[config.mk]
export PLATFORM = sky130hd
export DESIGN_NAME = regfile_sequencer
export DESIGN_NICKNAME = d
export VERILOG_FILES = /design/src/rtl/regfile_sequencer.sv
export SDC_FILE = /design/constraint.sdc
export NUM_CORES = 1
export LEC_CHECK = 0
export ABC_CLOCK_PERIOD_IN_PS = 3350
export CAP_MARGIN = 20
export CORE_MARGIN = 10
export CORE_UTILIZATION = 28
export CTS_CLUSTER_SIZE = 16
export DETAILED_ROUTE_END_ITERATION = 10
export HOLD_SLACK_MARGIN = 0.05
export SKIP_LAST_GASP = 1
export SYNTH_ARGS = -nofsm -noshare
export SYNTH_HDL_FRONTEND = slang
export SYNTH_SLANG_ARGS = --single-unit
[constraint.sdc]
create_clock -name clk -period 3.35 [get_ports clk]
set_input_delay 0.5025 -clock clk [delete_from_list [all_inputs] [get_ports clk]]
set_output_delay 0.5025 -clock clk [all_outputs]
set_load 0.02 [all_outputs]
[src/rtl/regfile_sequencer.sv]
// Byte-stream instruction sequencer for a 16x8 register file: decodes 1/2-byte
// instructions, runs simple ALU ops, keeps Z/C flags and streams OUT values.
module regfile_sequencer #(
  parameter int unsigned NREGS = 16,
  parameter int unsigned DW    = 8,
  localparam int unsigned AW   = $clog2(NREGS)
) (
  input  logic          clk,
  input  logic          rst,
  input  logic [DW-1:0] in_data,
  input  logic          in_valid,
  output logic          in_ready,
  output logic [AW-1:0] rf_raddr_a,
  output logic [AW-1:0] rf_raddr_b,
  input  logic [DW-1:0] rf_rdata_a,
  input  logic [DW-1:0] rf_rdata_b,
  output logic          rf_we,
  output logic [AW-1:0] rf_waddr,
  output logic [DW-1:0] rf_wdata,
  output logic [DW-1:0] out_data,
  output logic          out_valid,
  input  logic          out_ready,
  output logic          flag_z,
  output logic          flag_c,
  output logic          err,
  output logic [DW-1:0] retired
);

  localparam logic [3:0] OP_NOP  = 4'h0;
  localparam logic [3:0] OP_MOVI = 4'h1;
  localparam logic [3:0] OP_MOV  = 4'h2;
  localparam logic [3:0] OP_ADD  = 4'h3;
  localparam logic [3:0] OP_SUB  = 4'h4;
  localparam logic [3:0] OP_AND  = 4'h5;
  localparam logic [3:0] OP_XOR  = 4'h6;
  localparam logic [3:0] OP_OUT  = 4'h7;

  typedef enum logic [1:0] {FETCH, OPND, EXEC, OUTW} state_t;

  state_t          state, state_nxt;
  logic [3:0]      opcode;
  logic [AW-1:0]   rd;
  logic [DW-1:0]   opnd;
  logic [AW-1:0]   rs, rt;
  logic [DW-1:0]   alu_res;
  logic            alu_c;
  logic            is_write, is_alu;
  logic [3:0]      in_op;

  assign rs       = opnd[AW-1:0];
  assign rt       = opnd[2*AW-1:AW];
  assign in_op    = in_data[3:0];
  assign is_write = (opcode >= OP_MOVI) && (opcode <= OP_XOR);
  assign is_alu   = (opcode >= OP_ADD) && (opcode <= OP_XOR);

  // Result is formed from pre-write read data, so rd==rs==rt needs no special case.
  always_comb begin
    alu_res = opnd;
    alu_c   = 1'b0;
    case (opcode)
      OP_MOVI: alu_res = opnd;
      OP_MOV:  alu_res = rf_rdata_a;
      OP_ADD:  {alu_c, alu_res} = (DW+1)'(rf_rdata_a) + (DW+1)'(rf_rdata_b);
      OP_SUB: begin
        alu_res = rf_rdata_a - rf_rdata_b;
        alu_c   = rf_rdata_a < rf_rdata_b;
      end
      OP_AND:  alu_res = rf_rdata_a & rf_rdata_b;
      OP_XOR:  alu_res = rf_rdata_a ^ rf_rdata_b;
      default: alu_res = opnd;
    endcase
  end

  always_ff @(posedge clk) begin
    if (rst) state <= FETCH;
    else     state <= state_nxt;
  end

  always_comb begin
    state_nxt  = state;
    in_ready   = 1'b0;
    rf_we      = 1'b0;
    rf_waddr   = rd;
    rf_wdata   = alu_res;
    rf_raddr_a = (opcode == OP_OUT) ? rd : rs;
    rf_raddr_b = rt;
    case (state)
      FETCH: begin
        in_ready = 1'b1;
        if (in_valid) begin
          if (in_op == OP_OUT)                           state_nxt = EXEC;
          else if ((in_op != OP_NOP) && !in_op[3])       state_nxt = OPND;
        end
      end
      OPND: begin
        in_ready = 1'b1;
        if (in_valid) state_nxt = EXEC;
      end
      EXEC: begin
        rf_we     = is_write;
        state_nxt = (opcode == OP_OUT) ? OUTW : FETCH;
      end
      OUTW: begin
        if (out_ready) state_nxt = FETCH;
      end
      default: state_nxt = FETCH;
    endcase
  end

  // Instruction fields, flags, output beat and retire counter.
  always_ff @(posedge clk) begin
    if (rst) begin
      opcode    <= OP_NOP;
      rd        <= '0;
      opnd      <= '0;
      out_data  <= '0;
      out_valid <= 1'b0;
      flag_z    <= 1'b0;
      flag_c    <= 1'b0;
      err       <= 1'b0;
      retired   <= '0;
    end else begin
      case (state)
        FETCH: if (in_valid) begin
          opcode <= in_op;
          rd     <= in_data[7:4];
          if (in_op == OP_NOP) retired <= retired + DW'(1);
          if (in_op[3])        err     <= 1'b1;
        end
        OPND: if (in_valid) opnd <= in_data;
        EXEC: begin
          if (is_write) retired <= retired + DW'(1);
          if (is_alu) begin
            flag_z <= (alu_res == '0);
            flag_c <= alu_c;
          end
          if (opcode == OP_OUT) begin
            out_data  <= rf_rdata_a;
            out_valid <= 1'b1;
          end
        end
        OUTW: if (out_ready) begin
          out_valid <= 1'b0;
          retired   <= retired + DW'(1);
        end
        default: ;
      endcase
    end
  end

endmodule

==> results by group <==
Critical path
  • Worst Path Required: 2850 ps
  • Slowest CP cell: clkdlybuf4s50_1
  • Critical path class: input port to output port
  • CP Launch Type: input port
  • Critical path arrival: 2780 ps
  • WP buf/inv: 5
  • CP dominant cell by count: buf_4
  • CP endpoint kind: output port
  • Dominant delay contributor by cell family on the critical path: buffers and inverters
  • CP Cell Sequence: clkdlybuf4s50_1 > buf_4 > inv_1 > ha_1 > fa_2 > nand3b_1 > nand2_2 > buf_4 > o221ai_1 > a221o_1 > buf_2
  • Critical Path Fanout Max: 3
  • Crit path largest cell delay: 500 ps

Yosys
  • Seq/Total Area, Yosys: 0.2687
  • Netlist Area Pre-Place: 2831 sq um
  • Syn Nets: 396
  • #FFs+latches synth: 38
  • Synth async-reset ratio: 0
  • Synth top area cells: dfxtp_1, ha_1, mux2i_1
  • Dominant synthesized flop cell: dfxtp_1
  • Most frequent cells after synthesis: nor2_1, dfxtp_1, inv_1
  • Post-synthesis cell type count: 60
  • Synth top area share: 0.2687
  • Yosys warning count: 0
  • Most common cell in the synthesized netlist: nor2_1
  • Syn_area_per_cell: 8.136 sq um
  • Gate Count Post-Synth: 348
  • Number of enable flip-flop cells after synthesis: 0
  • Cell taking the most area after synthesis: dfxtp_1

CTS
  • CTS tree: built
  • Clock buffer depth: 2
  • TritonCTS buffer count: 5
  • CTS Root Cell: clkbuf_8
  • Clock transition at path regs: 80 ps
  • Total clock sinks: 38
  • Clock Latency Late Sink: 300 ps
  • Post-CTS setup buffers: 0
  • H-tree levels: 2

STA
  • WHS: 472.1 ps
  • Worst-margin pin slew: 689.6 ps
  • Relative slew slack: 0.5398
  • Final-report hold violation count: 0
  • Setup TNS: 0 ps
  • Crit share post-route: 0.9807
  • Final setup vio count: 0
  • RSZ-0062 raised after global routing: true
  • Max-slew violation count: 0
  • Post-route setup slack: 64.73 ps
  • Highest clock rate: 304.4 MHz
  • Final setup skew: 4.160 ps
  • Minimum clock period: 3285 ps

Cells and area
  • Share of cells above drive strength 1: 0.2203
  • Final Cell Area: 4199 sq um
  • Layout Cells excl Fill: 596
  • Fin util: 0.4276
  • Area Growth Syn to Fin: 48.30%
  • Diodes inserted: 0
  • NumNets Final: 511

Route
  • Starting DRC count in detailed routing: 173
  • DR DRC count: 0
  • Routed wire length: 9.466 mm
  • Drt wl/cell: 15.88 microns
  • Via/cell ratio: 4.918
  • First-pass iteration count of the detailed router: 4
  • Final ANT Viol Nets: 0
  • Via Count: 2931

Place
  • Port Buf Inserts: 69
  • Placed Instances: 589
  • Area post-placement: 4015 sq um
  • Pre-CTS WS: -593.8 ps
  • Hpwl dp: 7.642 mm
  • Global placement routability congestion: 0.8595

GRT
  • Largest net degree at the start of global routing: 39
  • Initial antenna violation count: 0
  • Vias in the first global route: 2917
  • Grt ovf: 0
  • GRT Total Usage: 0.1281
  • First-pass GRT wire length: 15.31 mm

Pwr
  • Total power: 1.396 mW
  • Peak supply drop: 184.8 uV
  • Leakage: 1.747 nW
  • PD cells: 332.5 nW/um^2

Floorplanning
  • Die width: 120.6 microns
  • Std cell rows: 36
  • Core area: 9819 sq um
  • Die Y: 120.6 microns
  • Total die area: 14530 sq um
  • I/O pin cnt: 70
  • Initial Utilization: 0.2884

Min path
  • Hold Crit Class: register to register

Job
  • MaxCap Viol Count: 0

Status
  • Status: finished clean
## cell usage in the layout, fill, tap and decap left out, types with 5 or more instances in the layout
master,netlist,layout
buf_4,6,63
mux2i_1,22,22
nor2b_1,10,10
clkdlybuf4s50_1,0,61
nand2_1,17,16
ha_1,18,17
o21ai_0,11,9
a21oi_1,22,20
inv_1,24,24
clkbuf_8,0,6
dfxtp_1,38,38
nor2_1,49,49
nor3_1,5,5
xor2_1,6,6
nand3_1,10,10
## power breakdown
| group | internal, mW | switching (mW) |
|---|---|---|
| sequential | 0.468 | 0.0215 |
| clock | 0.238 | 0.172 |
| combinational | 0.241 | 0.256 |
## sequential cells by signal, summed over array words and instances (netlist names)
name	flops
opnd	8
opcode	4
flag_c	1
rf_waddr	4
flag_z	1
state	2
out_valid	1
out_data	8
err	1
retired	8
## metal layers
metal / global-route usage / wire length [microns] / share of wire / vias up
met5: 0 / 0 / 0 / -
met4: 0.02941 / 124 / 0.013 / 0
met3: 0.04560 / 683 / 0.072 / 13
met2: 0.2103 / 4478 / 0.47 / 74
met1: 0.1568 / 4179 / 0.44 / 1376
li1: - / - / - / 1468
## repair_timing
item,4_1_cts,5_1_grt
endpoints found under the setup margin,7,7
pin swaps,3,3
resized for setup,31,13
hold buffers,0,0
cloned,0,0
## layout make-up
type	instances	area, sq um
inverter	24	90.09
fill	1047	5620
clock inverter	1	30.03
clock buffer	6	82.58
sequential	38	760.7
timing repair buffer	130	1125
multi-input combinational	264	1944
tap	133	166.4
## path summary, 6_finish.rpt
check                              startpoint          end  slack [ps]  cells past startpoint
worst min register to register         flag_c       flag_c         470                      2
worst max-delay path            rf_rdata_a[0]  rf_wdata[4]          60                     11
worst min-delay path                   flag_c       flag_c         470                      2
worst max register to register      opcode[2]       flag_z         710                      8
## logic make-up after synthesis
| family | count (synthesis) | share of synthesized area |
|---|---|---|
| AO/OA/AOI/OAI | 80 | 0.1997 |
| XOR/XNOR | 9 | 0.02784 |
| adder cells (fa/ha/maj) | 20 | 0.09368 |
| buffers and inverters | 46 | 0.07821 |
| flip-flops | 38 | 0.2687 |
| multiplexers | 26 | 0.09368 |
| AND/OR/NAND/NOR | 129 | 0.2382 |
## tightest hold or removal path, stage by stage, from the launching register on
cell      delay [ps]
dfxtp_1          310
inv_1             50
a221oi_1          60
(Power assumes the default switching activity.)
